### config.mk
export PLATFORM = sky130hd
export DESIGN_NAME = uart_receiver
export DESIGN_NICKNAME = d
export VERILOG_FILES = /design/src/rtl/uart_receiver.sv
export SDC_FILE = /design/constraint.sdc
export NUM_CORES = 1
export LEC_CHECK = 0
export CAP_MARGIN = 20
export CORE_UTILIZATION = 40
export DETAILED_ROUTE_END_ITERATION = 8
export SKIP_CTS_REPAIR_TIMING = 1
export SKIP_LAST_GASP = 1
export SLEW_MARGIN = 10
export SYNTH_ARGS = -nofsm -noshare
export SYNTH_HDL_FRONTEND = slang
export SYNTH_SLANG_ARGS = --single-unit
### constraint.sdc
create_clock -name i_clock -period 5.1 [get_ports i_clock]
set_clock_uncertainty 0.1 [all_clocks]
set_input_delay 0.765 -clock i_clock [delete_from_list [all_inputs] [get_ports i_clock]]
set_output_delay 0.765 -clock i_clock [all_outputs]
set_load 0.05 [all_outputs]
### src/rtl/uart_receiver.sv
// ---------------------------------------------------------------------------
// uart_receiver
//
// Serial-to-parallel UART receiver. The asynchronous line i_rx is brought
// into the i_clock domain through a two-flop synchronizer and oversampled
// with the shared 16x baud tick. A falling edge starts a frame; the start bit
// is confirmed at its centre (8 ticks in), each data bit is then sampled at
// its centre (every 16 ticks, LSB first), and the stop bit is sampled after
// SB_TICK further ticks. The received word is presented on o_data with a
// one-cycle o_rx_done strobe, and o_frame_err reports a low stop-bit sample.
//
// Parameters
//   D_BIT    data bits per frame (5..8)
//   SB_TICK  ticks per stop bit (16 = 1, 24 = 1.5, 32 = 2 stop bits)
//
// Ports
//   i_clock      in   1      system clock, rising edge
//   i_reset      in   1      synchronous, active-high reset
//   i_s_tick     in   1      1-cycle strobe, 16 per bit period
//   i_rx         in   1      asynchronous serial line, idle high
//   o_rx_done    out  1      1-cycle pulse: new word on o_data
//   o_data       out  D_BIT  last received word, held until next o_rx_done
//   o_frame_err  out  1      stop-bit sample of last word was 0
// ---------------------------------------------------------------------------
module uart_receiver #(
  parameter int D_BIT   = 8,
  parameter int SB_TICK = 16
) (
  input  logic             i_clock,
  input  logic             i_reset,
  input  logic             i_s_tick,
  input  logic             i_rx,
  output logic             o_rx_done,
  output logic [D_BIT-1:0] o_data,
  output logic             o_frame_err
);

  // Tick counter must reach both 15 (data bit length) and SB_TICK-1.
  localparam int S_MAX = (SB_TICK > 16) ? SB_TICK : 16;
  localparam int S_W   = $clog2(S_MAX);
  localparam int N_W   = (D_BIT > 1) ? $clog2(D_BIT) : 1;

  localparam logic [S_W-1:0] S_START_MID = S_W'(7);
  localparam logic [S_W-1:0] S_BIT_LAST  = S_W'(15);
  localparam logic [S_W-1:0] S_STOP_LAST = S_W'(SB_TICK - 1);
  localparam logic [N_W-1:0] N_LAST      = N_W'(D_BIT - 1);

  typedef enum logic [1:0] {
    IDLE  = 2'd0,
    START = 2'd1,
    DATA  = 2'd2,
    STOP  = 2'd3
  } state_t;

  // Synchronizer flops
  logic             rx_meta_q, rx_meta_d;
  logic             rx_sync_q, rx_sync_d;
  logic             rx_s;

  // Receive FSM and datapath
  state_t           state_q, state_d;
  logic [S_W-1:0]   s_q, s_d;
  logic [N_W-1:0]   n_q, n_d;
  logic [D_BIT-1:0] shift_q, shift_d;

  // Output registers
  logic             done_q, done_d;
  logic [D_BIT-1:0] data_q, data_d;
  logic             ferr_q, ferr_d;

  assign rx_s = rx_sync_q;

  // -------------------------------------------------------------------------
  // State registers
  // -------------------------------------------------------------------------
  always_ff @(posedge i_clock) begin
    if (i_reset) begin
      // Synchronizer resets to the idle line level so reset itself never
      // looks like a start edge.
      rx_meta_q <= 1'b1;
      rx_sync_q <= 1'b1;
      state_q   <= IDLE;
      s_q       <= '0;
      n_q       <= '0;
      shift_q   <= '0;
      done_q    <= 1'b0;
      data_q    <= '0;
      ferr_q    <= 1'b0;
    end else begin
      rx_meta_q <= rx_meta_d;
      rx_sync_q <= rx_sync_d;
      state_q   <= state_d;
      s_q       <= s_d;
      n_q       <= n_d;
      shift_q   <= shift_d;
      done_q    <= done_d;
      data_q    <= data_d;
      ferr_q    <= ferr_d;
    end
  end

  // -------------------------------------------------------------------------
  // Next-state and output logic
  // -------------------------------------------------------------------------
  always_comb begin
    rx_meta_d = i_rx;
    rx_sync_d = rx_meta_q;
    state_d   = state_q;
    s_d       = s_q;
    n_d       = n_q;
    shift_d   = shift_q;
    done_d    = 1'b0;
    data_d    = data_q;
    ferr_d    = ferr_q;

    case (state_q)
      IDLE: begin
        // Start edge detection does not wait for a tick; the tick counter
        // then measures from the first tick after the edge.
        if (!rx_s) begin
          state_d = START;
          s_d     = '0;
        end
      end

      START: begin
        if (i_s_tick) begin
          if (s_q == S_START_MID) begin
            if (!rx_s) begin
              // Still low at the start-bit centre: a real frame.
              state_d = DATA;
              s_d     = '0;
              n_d     = '0;
            end else begin
              // Line went back high: treat as a glitch and drop it silently.
              state_d = IDLE;
            end
          end else begin
            s_d = s_q + S_W'(1);
          end
        end
      end

      DATA: begin
        if (i_s_tick) begin
          if (s_q == S_BIT_LAST) begin
            s_d     = '0;
            // LSB arrives first, so shift in from the top.
            shift_d = {rx_s, shift_q[D_BIT-1:1]};
            if (n_q == N_LAST) begin
              state_d = STOP;
            end else begin
              n_d = n_q + N_W'(1);
            end
          end else begin
            s_d = s_q + S_W'(1);
          end
        end
      end

      STOP: begin
        if (i_s_tick) begin
          if (s_q == S_STOP_LAST) begin
            // The word is delivered even with a bad stop bit; the error flag
            // travels with it. Returning to IDLE here lets a back-to-back
            // start bit be picked up immediately.
            state_d = IDLE;
            s_d     = '0;
            done_d  = 1'b1;
            data_d  = shift_q;
            ferr_d  = ~rx_s;
          end else begin
            s_d = s_q + S_W'(1);
          end
        end
      end

      default: begin
        state_d = IDLE;
        s_d     = '0;
      end
    endcase
  end

  assign o_rx_done   = done_q;
  assign o_data      = data_q;
  assign o_frame_err = ferr_q;

endmodule

## Word-level counts from Yosys, hierarchy flattened

Index checks and enable logic that the tools add are counted.

- $add $sub $neg: 2
- Multiply operators: 0
- Div/mod/pow operators: 0
- Magnitude comparators: 0
- Eq/ne operators: 17
- Shifts and indexed selects: 0
- Mux-type cells: 24
- Bitwise logic cells: 3
- Reductions and logical operators: 9

Operators with widths:

| kind | number |
|---|---|
| 4-bit two-way mux | 5 |
| 2-bit != test, second input constant | 10 |
| 2-bit two-way mux | 9 |
| 3-bit two-way mux | 6 |
| 4-bit one-hot mux with 3 select lines | 1 |
| 2-bit one-hot mux with 4 select lines | 1 |
| 8-bit AND reduction | 1 |
| 7-bit AND reduction | 1 |
| 3-bit one-hot mux with 2 select lines | 1 |
| 3-bit AND reduction | 2 |
| 4-bit by 1-bit adder with 4-bit output, second input constant | 1 |
| 2-bit == test, second input constant | 2 |
| 4-bit by 3-bit == test with 1-bit output, second input constant | 1 |
| 4-bit == test, second input constant | 1 |
| 3-bit by 1-bit adder with 3-bit output, second input constant | 1 |
| 3-bit == test, second input constant | 1 |
| 1-bit NOT | 3 |
| 3-bit OR reduction | 1 |
| 2-bit by 1-bit == test with 1-bit output, second input constant | 1 |
| 2-bit logical NOT | 1 |
| 2-bit by 1-bit != test with 1-bit output, second input constant | 1 |
| 2-bit AND reduction | 1 |
| 2-bit nonzero test | 1 |
| 2-bit OR reduction | 1 |
| 1-bit two-way mux | 1 |

- Register bits: 29
- Bits in latches: 0
- Memory bits (writable): 0
- Memory bits (read-only): 0
- Bits of input ports: 4
- Output and inout port bits: 10
- Memories kept: 0

## Longest topological paths before layout

Gate-level depths: netlist of the first run.

- Word-level depth: 5
- Depth in mapped cells: 6

## Worst setup path after synthesis of the first run

Ideal clock, no wire load.

- Kind: input -> register
- Start: input i_s_tick
- End: register data_q[0], in the netlist o_data[0]
- Arrival time: 1518 ps
- Slack: 3350 ps
- Stages: 5
- Buffers on the path: 1
- Cells stage by stage: nand3_4 -> or3_1 -> clkbuf_1 -> nand2_1 -> a21oi_1

- Word-level cells in the longest chain between the ends: 1

Ends and longest elaborated chain:

| what | RTL line | source |
|---|---|---|
| from (decl) | 31 | `input logic i_s_tick,` |
| 3-bit AND reduction (no source line) | n/a |  |
| to (signal assigned) | 97 | `data_q <= data_d;` |
| to (decl) | 68 | `logic [D_BIT-1:0] data_q, data_d;` |

No other way between the ends.
A chain may end at the register's enable or synchronous reset.

==> results.cfg, run 1 <==
[run_status]
outcome = completed

[route]
drt_wl_total_um = 2260
ant_nets = 0
vias = 991
drc = 0
avgRoutedWirePerCell_um = 11.6
first_pass_iters = 4
via_per_inst = 5.08
drtIter0Drc = 34

[die]
num_io_pins = 14
dieArea_um2 = 3380
start_util_pct = 41.7
core_area_um2 = 3030
die_h_um = 58.2
num_rows = 20
die_w_um = 58.2

[critical_path]
critical_path.startpoint_type = input pin
worstSetupEndpointType = flop
crit_start = i_reset
crit_required_ns = 5.27
crit_end = s_q[0]
critPathSlowestCell = clkdlybuf4s50_1
path_depth = 3
slowest_delay_ns = 0.94
crit_chain = clkdlybuf4s50_1 > or4_1 > o21ai_0
critPathTopFamily = buffers and inverters
worst-path-buf-inv = 1
crit_type = input pin to flop
r2r_cells = 5
reg2reg_from = s_q[0]
critPathArrivalTime_ns = 2.51
r2r-end = shift_q[0]
path_max_fanout = 32
reg2reg_slack_ns = 3.24

[global_route]
top_usage_layer = met2
grt_pass1_wl_um = 3920
grt_max_degree = 33
gr-usage-met3_pct = 6.92
antenna_found_initial = 0
gr-total-overflow = 0
track_usage_pct = 15.9
grt_util_met1_pct = 19.9
grt_pass1_vias = 888
gr-usage-met2_pct = 23.2

[placement]
port_buffers = 13
place_ws_ns = 2.38
gp_congestion = 0.762
post_dp_cell_area_um2 = 1400
hpwl_um = 1520

[timing]
slew_viol_final = 0
maxSlewHeadroom_pct = 31.0
worst_slew_pin_slew_ns = 1.03
fin_tns_setup_ns = 0
timing.hold.ws_ns = 0.316
hold_violations = 0
setup_viol = 0
setup_slack_ns = 2.75
rsz0062_at_grt = false
finalCritPeriodShare_pct = 46.0
period_needed_ns = 2.35
fmax_mhz = 426

[cts]
root_buffer = clkbuf_4
path_clk_slew_ns = 0.10
worstSkewPairLatency_ns = 0.33
numCtsBuffers = 5
cts_tree = built
cts_buffer_depth = 2
clkSinkCount = 29
htree_num_levels = 2

[power_and_ir_drop]
max-vdd-ir-drop_uv = 196
p_per_area_nw_per_um2 = 318
leakagePower_nw = 0.517

[layout]
drive_above_1_share_pct = 11.9
nets = 157
fin_util_pct = 49.6
areaGrowthSynthToFinish_pct = 18.9
antennaDiodeCount = 0
fin_area_um2 = 1500

[logic_synthesis]
syn-num-nets = 144
ys_seq_area_share_pct = 46.0
ys_ff_latch = 29
avgSynthCellArea_um2 = 9.22
netlist_instances = 137
synthesis.area_um2 = 1260
synth_cell_types = 37
yosysWarningCount = 0

[hold_path]
hp-class = flop to flop
hold_path_depth = 1

[job]
drv_cap = 0
## registers in the layout, summed over array words and instances (netlist names), named ones only
register and flops:
o_data 8, shift_q 8, s_q 4, n_q 3, o_frame_err 1, o_rx_done 1, rx_meta_q 1, rx_s 1
state_q 1
## placed cells by master (no fill, tap or decap), types with 2 or more instances in the layout
| master | instances |
|---|---|
| clkdlybuf4s50_1 | 13 |
| nand2_1 | 20 |
| nand2b_1 | 2 |
| mux2i_1 | 10 |
| o21ai_0 | 6 |
| bufinv_16 | 2 |
| inv_1 | 4 |
| a211oi_1 | 2 |
| clkbuf_4 | 5 |
| nor2_1 | 14 |
| and3_2 | 2 |
| ha_1 | 3 |
| and2_1 | 2 |
| or2_2 | 2 |
| a21oi_1 | 11 |
| dfxtp_1 | 29 |
| a31oi_1 | 3 |
## per-layer routing
| layer | vias to the layer above | part of all wire, % | routed length (µm) |
|---|---|---|---|
| met5 | - | 0 | 0 |
| met4 | 0 | 2.4 | 54 |
| li1 | 507 | - | - |
| met2 | 27 | 45 | 1020 |
| met1 | 451 | 46 | 1050 |
| met3 | 6 | 6.4 | 145 |
## final cells by class
type,instances,area (µm²)
fill,308,1530
multi-input combinational,97,618
sequential,29,581
timing repair buffer,13,130
clock inverter,3,65.1
tap,44,55.1
clock buffer,5,37.5
inverter,4,15.0
## Yosys cell counts (all sizes together)
| master | n | area [µm²] |
|---|---|---|
| a311oi | 1 | 8.76 |
| nand4b | 1 | 8.76 |
| nand3b | 1 | 7.51 |
| nand2b | 2 | 12.5 |
| o21ai | 7 | 38.8 |
| or4b | 1 | 10.0 |
| and2 | 2 | 12.5 |
| o31ai | 1 | 7.51 |
| a41o | 1 | 11.3 |
| a31oi | 3 | 18.8 |
| nor4b | 1 | 8.76 |
| nand4 | 1 | 6.26 |
| nand3 | 1 | 17.5 |
| nand2 | 20 | 75.1 |
| inv | 4 | 15.0 |
| nor4 | 1 | 6.26 |
| or2 | 2 | 12.5 |
| nor4bb | 1 | 10.0 |
| ha | 3 | 37.5 |
| buf | 4 | 37.5 |
| dfxtp | 29 | 581 |
| and3 | 2 | 15.0 |
| or4 | 1 | 7.51 |
| nor2b | 1 | 6.26 |
| and4 | 1 | 10.0 |
| clkbuf | 3 | 11.3 |
| nor3 | 3 | 31.3 |
| nor2 | 14 | 52.6 |
| mux2i | 10 | 100 |
| or3 | 1 | 6.26 |
| a211oi | 2 | 15.0 |
| a21oi | 11 | 55.1 |
| xor2 | 1 | 8.76 |
## report_power, final
part,internal (mW),switching (mW)
combinational,0.00468,0.00668
clock,0.152,0.0844
sequential,0.228,0.00245
## worst min path at each step
stage | from | slack, ns | endpoint
5_1_grt | rx_meta_q | 0.34 | rx_s
2_1_floorplan | rx_meta_q | 0.29 | rx_s
3_3_place_gp | rx_meta_q | 0.29 | rx_s
3_5_place_dp | rx_meta_q | 0.30 | rx_s
6_report | rx_meta_q | 0.32 | rx_s
4_1_cts | rx_meta_q | 0.32 | rx_s
## worst register-to-register path: cells and delay by family, from the launching register on
family                   cells  cell delay [ns]
adder cells (fa/ha/maj)      1             0.32
AND/OR/NAND/NOR              3             0.68
flip-flops                   1             0.38
multiplexers                 1             0.25
## kinds of logic (layout without fill, tap and decap cells)
logic type	Yosys count	after routing	synth area share, %
xor+xnor	1	1	0.694
buf+inv	11	25	5.05
simple gates	57	57	25.1
fa+ha+maj	3	3	2.97
mux	10	10	7.93
flops	29	29	46.0
compound gates	26	26	12.3
## metrics by stage
step	power (mW)	cells
floorplan	0.243	137
global route	0.494	195
finish	0.478	195
CTS	0.485	195
detailed placement	0.247	187
global placement	0.247	187
Power figures use the tool's default switching activity.
==> inputs of run 2 (changes only) <==
Clock period 5.1 ns to 2.3 ns, I/O delays scaled along.
==> run 2 against run 1 <==
Clock-buffer cell count increased by 1. Sequential cell count unchanged. Worst setup slack worse by 2.4 ns. Critical endpoint is now o_data[6]. Sequential share of layout area grew 0.56 points. Largest power group is now registers. Critical path depth shrank 2. Critical path type is now flop to output pin. Wire length is 9.2% higher. Non-clock buffer count is 4 higher. Clock power rose by 28%. Final cell count grew 2.1%. Combinational power up 140%.
==> results.cfg, run 2 (synthesized netlist as in run 1, its figures left out) <==
[cts]
clkSinkCount = 29
cts_tree = built
htree_num_levels = 2
worstSkewPairLatency_ns = 0.34
root_buffer = clkbuf_4
cts_buffer_depth = 2
numCtsBuffers = 5
path_clk_slew_ns = 0.09

[global_route]
grt_pass1_wl_um = 4230
top_usage_layer = met2
track_usage_pct = 16.9
gr-usage-met3_pct = 6.92
grt_util_met1_pct = 19.3
grt_pass1_vias = 955
gr-total-overflow = 0
gr-usage-met2_pct = 27.4
antenna_found_initial = 0
grt_max_degree = 18

[timing]
rsz0062_at_grt = false
setup_slack_ns = 0.353
fin_tns_setup_ns = 0
maxSlewHeadroom_pct = 65.9
slew_viol_final = 0
worst_slew_pin_slew_ns = 0.510
period_needed_ns = 1.95
hold_violations = 0
setup_viol = 0
finalCritPeriodShare_pct = 84.7
fmax_mhz = 514

[critical_path]
critPathTopFamily = buffers and inverters
crit_chain = clkdlybuf4s50_1
worstSetupEndpointType = output pin
r2r-end = o_data[6]
worst-path-buf-inv = 1
crit_end = o_data[6]
crit_type = flop to output pin
crit_start = o_data[6]
r2r_cells = 5
crit_required_ns = 1.86
reg2reg_from = s_q[0]
slowest_delay_ns = 0.82
path_max_fanout = 2
critical_path.startpoint_type = flop
critPathSlowestCell = clkdlybuf4s50_1
path_depth = 1
reg2reg_slack_ns = 0.49
critPathArrivalTime_ns = 1.50

[run_status]
outcome = completed

[placement]
hpwl_um = 1730
gp_congestion = 0.860
port_buffers = 13
place_ws_ns = 0.237

[die]
core_area_um2 = 3030
num_rows = 20
die_h_um = 58.2
dieArea_um2 = 3380
start_util_pct = 41.7
num_io_pins = 14
die_w_um = 58.2

[route]
vias = 998
avgRoutedWirePerCell_um = 12.4
drc = 0
drt_wl_total_um = 2470
first_pass_iters = 4
drtIter0Drc = 27
via_per_inst = 5.02
ant_nets = 0

[power_and_ir_drop]
p_switching_mw = 0.207
leakagePower_nw = 0.514
power_frac_seq_pct = 60.7
p_sw_share_pct = 24.6
max-vdd-ir-drop_uv = 310
clkPwrFrac_pct = 36.0
p_int_mw = 0.634
p_per_area_nw_per_um2 = 568
comb_power_share_pct = 3.3

[layout]
drive_above_1_share_pct = 13.5
nFillCells = 315
nets = 161
antennaDiodeCount = 0
mostFrequentLayoutCell = dfxtp_1
regArea_um2 = 581
multi_input_area_um2 = 618
areaGrowthSynthToFinish_pct = 17.2
final_cell_mix = dfxtp_1 (29), nand2_1 (20), nor2_1 (14), clkdlybuf4s50_1 (13), a21oi_1 (11)

[job]
drv_cap = 0

[hold_path]
hp-class = flop to flop
worstHoldStart = rx_meta_q
-- run 2: power groups by stage --
stage / clock network (mW) / logic [mW] / registers, mW
after floorplan: 0 / 0.0204 / 0.519
after global placement: 0 / 0.0273 / 0.522
after detailed placement: 0 / 0.0278 / 0.522
after CTS: 0.312 / 0.0278 / 0.511
after global routing: 0.330 / 0.0306 / 0.511
final: 0.302 / 0.0277 / 0.511
-- run 2: stage by stage --
| stage | total power [mW] | hold slack, ns | cell area [µm²] | cells | utilization (%) |
|---|---|---|---|---|---|
| floorplan | 0.539 | 0.289 | 1260 | 137 | - |
| global placement | 0.549 | 0.294 | 1430 | 191 | 47.2 |
| CTS | 0.851 | 0.325 | 1480 | 199 | 48.9 |
| detailed placement | 0.550 | 0.300 | 1430 | 191 | 47.2 |
| global route | 0.872 | 0.345 | 1480 | 199 | 48.9 |
| finish | 0.841 | 0.319 | 1480 | 199 | 48.9 |
-- run 2: per-layer routing --
layer | share of wire [%] | wire length [µm]
met3 | 3.7 | 91
met2 | 46 | 1130
met4 | 2.5 | 61
met5 | 0 | 0
met1 | 48 | 1190
-- run 2: area by class of cell --
cell class | count | share of cell area [%]
Clock buffer | 6 | 2.79
Clock inverter | 2 | 0.676
Inverter | 4 | 1.01
Multi-Input combinational cell | 97 | 41.8
Sequential cell | 29 | 39.2
Tap cell | 44 | 3.72
Timing Repair Buffer | 17 | 10.8
-- run 2: worst min path at each step --
stage / to / slack (ns) / depth (start not counted)
2_1_floorplan: rx_s / 0.29 / 1
3_3_place_gp: rx_s / 0.29 / 1
3_5_place_dp: rx_s / 0.30 / 1
4_1_cts: rx_s / 0.32 / 1
5_1_grt: rx_s / 0.35 / 1
6_report: rx_s / 0.32 / 1
